==> src/rtl/rv_fifo_pkg.sv <==
// Shared helpers for the ready/valid FIFO: pointer width and depth check.
// No ports; imported by rv_fifo_ctrl and rv_sync_fifo.
package rv_fifo_pkg;

  function automatic int ptr_w(input int depth);
    return $clog2(depth) + 1;
  endfunction

  function automatic bit depth_ok(input int depth);
    return (depth >= 2) && ((depth & (depth - 1)) == 0);
  endfunction

endpackage

==> src/rtl/rv_fifo_ctrl.sv <==
// FIFO pointer/occupancy control: wr_ptr, rd_ptr, count, full/empty, push/pop.
// Ports: clk, reset, in_valid, out_ready -> in_ready, empty, push, wr_idx, rd_idx, count.
// Option: RV_SYNC_FIFO_BYPASS_EN suppresses the write on a pass-through beat.
module rv_fifo_ctrl
  import rv_fifo_pkg::*;
#(
  parameter int DEPTH = 4
) (
  input  logic                       clk,
  input  logic                       reset,
  input  logic                       in_valid,
  input  logic                       out_ready,
  output logic                       in_ready,
  output logic                       empty,
  output logic                       push,
  output logic [$clog2(DEPTH)-1:0]   wr_idx,
  output logic [$clog2(DEPTH)-1:0]   rd_idx,
  output logic [$clog2(DEPTH):0]     count
);

  localparam int PW = ptr_w(DEPTH);
  localparam int IW = PW - 1;

  logic [PW-1:0] wr_ptr;
  logic [PW-1:0] rd_ptr;
  logic          full;
  logic          pop;
  logic          byp;

  assign empty = (wr_ptr == rd_ptr);
  assign full  = (wr_ptr[IW-1:0] == rd_ptr[IW-1:0]) &&
                 (wr_ptr[IW] != rd_ptr[IW]);

  // Held low during reset so upstream never sees a stale accept.
  assign in_ready = !full && !reset;

`ifdef RV_SYNC_FIFO_BYPASS_EN
  // Empty FIFO with a taker downstream: beat goes straight through.
  assign byp = empty && in_valid && out_ready;
`else
  assign byp = 1'b0;
`endif

  assign push = in_valid && in_ready && !byp;
  assign pop  = !empty && out_ready;

  assign wr_idx = wr_ptr[IW-1:0];
  assign rd_idx = rd_ptr[IW-1:0];

  always_ff @(posedge clk or posedge reset) begin
    if (reset) begin
      wr_ptr <= '0;
      rd_ptr <= '0;
      count  <= '0;
    end else begin
      if (push) wr_ptr <= wr_ptr + PW'(1);
      if (pop)  rd_ptr <= rd_ptr + PW'(1);
      unique case ({push, pop})
        2'b10:   count <= count + PW'(1);
        2'b01:   count <= count - PW'(1);
        default: count <= count;
      endcase
    end
  end

endmodule

==> src/rtl/rv_sync_fifo.sv <==
// Synchronous ready/valid FIFO: storage array, head mux and control.
// Ports: clk, reset, in_valid/in_data/in_ready, out_valid/out_data/out_ready, count.
// Option: RV_SYNC_FIFO_BYPASS_EN enables zero-latency pass-through when empty.
module rv_sync_fifo
  import rv_fifo_pkg::*;
#(
  parameter int DATA_WIDTH = 8,
  parameter int DEPTH      = 4
) (
  input  logic                   clk,
  input  logic                   reset,
  input  logic                   in_valid,
  input  logic [DATA_WIDTH-1:0]  in_data,
  output logic                   in_ready,
  output logic                   out_valid,
  output logic [DATA_WIDTH-1:0]  out_data,
  input  logic                   out_ready,
  output logic [$clog2(DEPTH):0] count
);

  if (!depth_ok(DEPTH)) begin : g_bad_depth
    $error("rv_sync_fifo: DEPTH must be a power of 2 and >= 2");
  end

  localparam int IW = ptr_w(DEPTH) - 1;

  logic [DATA_WIDTH-1:0] mem [DEPTH];
  logic                  empty;
  logic                  push;
  logic [IW-1:0]         wr_idx;
  logic [IW-1:0]         rd_idx;

  rv_fifo_ctrl #(
    .DEPTH(DEPTH)
  ) u_ctrl (
    .clk      (clk),
    .reset    (reset),
    .in_valid (in_valid),
    .out_ready(out_ready),
    .in_ready (in_ready),
    .empty    (empty),
    .push     (push),
    .wr_idx   (wr_idx),
    .rd_idx   (rd_idx),
    .count    (count)
  );

  // Storage is intentionally not reset.
  always_ff @(posedge clk) begin
    if (push) mem[wr_idx] <= in_data;
  end

`ifdef RV_SYNC_FIFO_BYPASS_EN
  assign out_valid = (!empty || in_valid) && !reset;
  assign out_data  = empty ? in_data : mem[rd_idx];
`else
  assign out_valid = !empty;
  assign out_data  = mem[rd_idx];
`endif

endmodule

==> config.mk <==
export PLATFORM = sky130hd
export DESIGN_NAME = rv_sync_fifo
export DESIGN_NICKNAME = d
export VERILOG_FILES = /design/src/rtl/rv_fifo_pkg.sv /design/src/rtl/rv_fifo_ctrl.sv /design/src/rtl/rv_sync_fifo.sv
export SDC_FILE = /design/constraint.sdc
export NUM_CORES = 1
export LEC_CHECK = 0
export ABC_AREA = 1
export BUFFER_PORTS_ARGS = -buffer_cell sky130_fd_sc_hd__buf_4
export CORE_ASPECT_RATIO = 1.75
export CORE_UTILIZATION = 56
export DETAILED_ROUTE_END_ITERATION = 8
export GPL_ROUTABILITY_DRIVEN = 0
export PLACE_DENSITY = 0.78
export SKIP_CTS_REPAIR_TIMING = 1
export SLEW_MARGIN = 20
export SYNTH_ARGS = -nofsm -noshare
export SYNTH_HDL_FRONTEND = slang
export SYNTH_SLANG_ARGS = --single-unit
==> constraint.sdc <==
create_clock -name clk -period 2.25 [get_ports clk]
set_input_delay 0.225 -clock clk [delete_from_list [all_inputs] [get_ports clk]]
set_output_delay 0.225 -clock clk [all_outputs]
set_load 0.05 [all_outputs]
==> flow_metrics.tcl <==
set metrics [dict create \
    finalHoldViolations 0 \
    die_x_um 45.1 \
    grt_first_pass_wirelength_mm 5.44 \
    dp.final_hpwl_mm 2.38 \
    end_kind "register" \
    hold_slack_ns 0.122 \
    cp_max_fo 5 \
    via_count 1200 \
    clk_path_buf_depth 2 \
    setup_slack_ns 0.134 \
    synth_nets 168 \
    clock_latency_ns 0.30 \
    rsz0062_at_grt "no" \
    synth_top_area_cell "edfxtp_1" \
    crit_path_cell_trace "inv_1 > nand2_2 > nand2_4 > nand3_4 > nand2_2 > inv_1 > ha_1 > fa_1 > a21oi_1 > o21ai_0 > xnor2_1" \
    ioPinCount 25 \
    grt_pass1_vias 1188 \
    wl_per_cell_um 15.0 \
    root_buffer "clkbuf_8" \
    drv_cap 0 \
    finalCriticalPeriod_ns 2.12 \
    grt-ovfl-total 0 \
    arrival_ns 2.30 \
    grt_usage 0.224 \
    num-fill-cells 237 \
    grt_max_degree 19 \
    yosysSeqAreaShare 0.652 \
    die_y_um 77.4 \
    clock_skew_ns 0.00949 \
    setup_tns_ns 0 \
    antenna_found_initial 0 \
    fmax_mhz 473 \
    drtAntennaViolNets 0 \
    cts_max_level 2 \
    synth-edff-count 32 \
    fp-row-count 27 \
    seqPwrFrac 0.312 \
    ys_warn_count 0 \
    cp-start-kind "register" \
    post-synth-top-area-fraction 0.528 \
    cts_buffers 5 \
    layout.nets 204 \
    clock_sinks 41 \
    slew_headroom 0.844 \
    synth.most_common_cell "edfxtp_1" \
    syn_area_mm2 0.00182 \
    drtIter0Drc 25 \
    final-setup-viol-count 0 \
    wirelength_mm 3.44 \
    dp_slack_ns 0.134 \
    cts_tree "done" \
    p_int_mw 1.96 \
    cpPeakStageDelay_ns 0.44 \
    grt.met1_usage 0.256 \
    outcome "completed" \
    ys_ff_latch 41 \
    die_area_mm2 0.00349 \
    io_buffer_count 24 \
    postSynthAreaPerCell_um2 12.2 \
    p_switching_mw 1.52 \
    antennaDiodeCount 0 \
    synth-main-ff-cell "edfxtp_1" \
    drv_slew 0 \
    grt_busiest_layer "met2" \
    first_pass_iters 4 \
    use_met3 0.0395 \
    ys_top_cells_by_area "edfxtp_1 (53%), dfrtp_1 (12%), o21ai_0 (4.7%), ha_1 (4.1%), nor2_1 (4.1%)" \
    pwr-share-clk 0.205 \
    synth.distinct_cells 22 \
    cp_slowest_cell "dfrtp_1" \
    swShare 0.437 \
    area_growth_pct 22.7 \
    drive_above_1_share 0.269 \
    clk_pin_slew_worst_paths_ns 0.09 \
    leakage_nw 0.922 \
    powerDensity_mw_per_mm2 1560 \
    coreArea_mm2 0.00311 \
    fin_total_pwr_mw 3.47 \
    viasPerCell 5.24 \
    synth-async-reset-ratio 0.220 \
    worstMarginPinSlew_ns 0.231 \
    crit_required_ns 2.43 \
    grt_use_met2 0.378 \
    initial_utilization 0.585 \
    power_frac_comb 0.483 \
    synth_common_cells "edfxtp_1 (32), nor2_1 (20), nand2_1 (19)" \
    syn_inst 149 \
    period_share 0.940 \
    ir_worst_vdd_v 0.000914 \
    drcViolationCount 0 \
    min_path_type "input port to register" \
    critical_path_class "register to register" \
]
-- through the flow --
stage,util,cells,cell area (µm²)
after floorplan,-,149,1820
after global placement,0.671,220,2080
after detailed placement,0.671,220,2080
after CTS,0.715,228,2220
after global routing,0.718,229,2230
final,0.718,229,2230
-- final timing paths --
kind                                                      to                    startpoint  slack, ns  depth (start not counted)
worst max-delay path             u_ctrl.count[2]$_DFFE_PP0P_  u_ctrl.wr_ptr[0]$_DFFE_PP0P_       0.13                         11
worst min-delay path                     mem[3][0]$_DFFE_PP_                    in_data[0]       0.12                          1
worst max register to register   u_ctrl.count[2]$_DFFE_PP0P_  u_ctrl.wr_ptr[0]$_DFFE_PP0P_       0.13                         11
worst min register to register   u_ctrl.count[2]$_DFFE_PP0P_   u_ctrl.count[2]$_DFFE_PP0P_       0.50                          1
max in group asynchronous       u_ctrl.wr_ptr[1]$_DFFE_PP0P_                         reset       1.55                          4
min in group asynchronous       u_ctrl.rd_ptr[1]$_DFFE_PP0P_                         reset       0.54                          4
-- layer usage --
| metal | share of wire | wire length [µm] |
|---|---|---|
| met3 | 0.044 | 150 |
| met4 | 0.021 | 71 |
| met1 | 0.38 | 1300 |
| met2 | 0.56 | 1920 |
| met5 | 0 | 0 |
-- worst max-delay path, delay by kind of cell (launching register included) --
family,cells,cell delay [ns]
xor gates and xnor gates,1,0.14
buffers and inverters,2,0.22
AOI/OAI and AO/OA,2,0.25
DFF,1,0.44
adders and majority gates,2,0.59
and+or+nand+nor,4,0.37
-- sequential cells by signal, summed over array words and instances (netlist names) --
| name | flops |
|---|---|
| u_ctrl.wr_ptr | 3 |
| u_ctrl.rd_ptr | 3 |
| mem | 32 |
| u_ctrl.count | 3 |
-- cell type report --
| class | count | area, µm² | share of cell area |
|---|---|---|---|
| Clock buffer | 5 | 68.8 | 0.0308 |
| Clock inverter | 3 | 68.8 | 0.0308 |
| Inverter | 13 | 53.8 | 0.0241 |
| Multi-Input combinational cell | 91 | 551 | 0.247 |
| Sequential cell | 41 | 1190 | 0.531 |
| Tap cell | 43 | 53.8 | 0.0241 |
| Timing Repair Buffer | 33 | 250 | 0.112 |
-- layout by cell type, fill, tap and decap left out, types with 3 or more instances in the layout --
| cell type | count |
|---|---|
| buf_4 | 32 |
| edfxtp_1 | 32 |
| nor2_1 | 20 |
| nand2_1 | 19 |
| o21ai_0 | 17 |
| inv_1 | 12 |
| dfrtp_1 | 9 |
| o22ai_1 | 8 |
| ha_1 | 6 |
| clkbuf_8 | 5 |
| nand2_2 | 4 |
| nand3_4 | 3 |
| nand4_1 | 3 |
| nand3_1 | 3 |
-- cells by family after synthesis --
group	after synthesis	synth area share
buffers and inverters	17	0.0454
and+or+nand+nor	53	0.148
AOI/OAI and AO/OA	26	0.0770
xor gates and xnor gates	4	0.0193
muxes	1	0.00619
adders and majority gates	7	0.0523
DFF	41	0.652
-- power by group through the flow --
stage	sequential, mW	clock [mW]	combinational [mW]
floorplan	1.16	0	1.17
global route	1.10	0.752	1.82
finish	1.08	0.711	1.68
global placement	1.09	0	1.63
CTS	1.09	0.717	1.69
detailed placement	1.10	0	1.67
(Power assumes the default switching activity.)
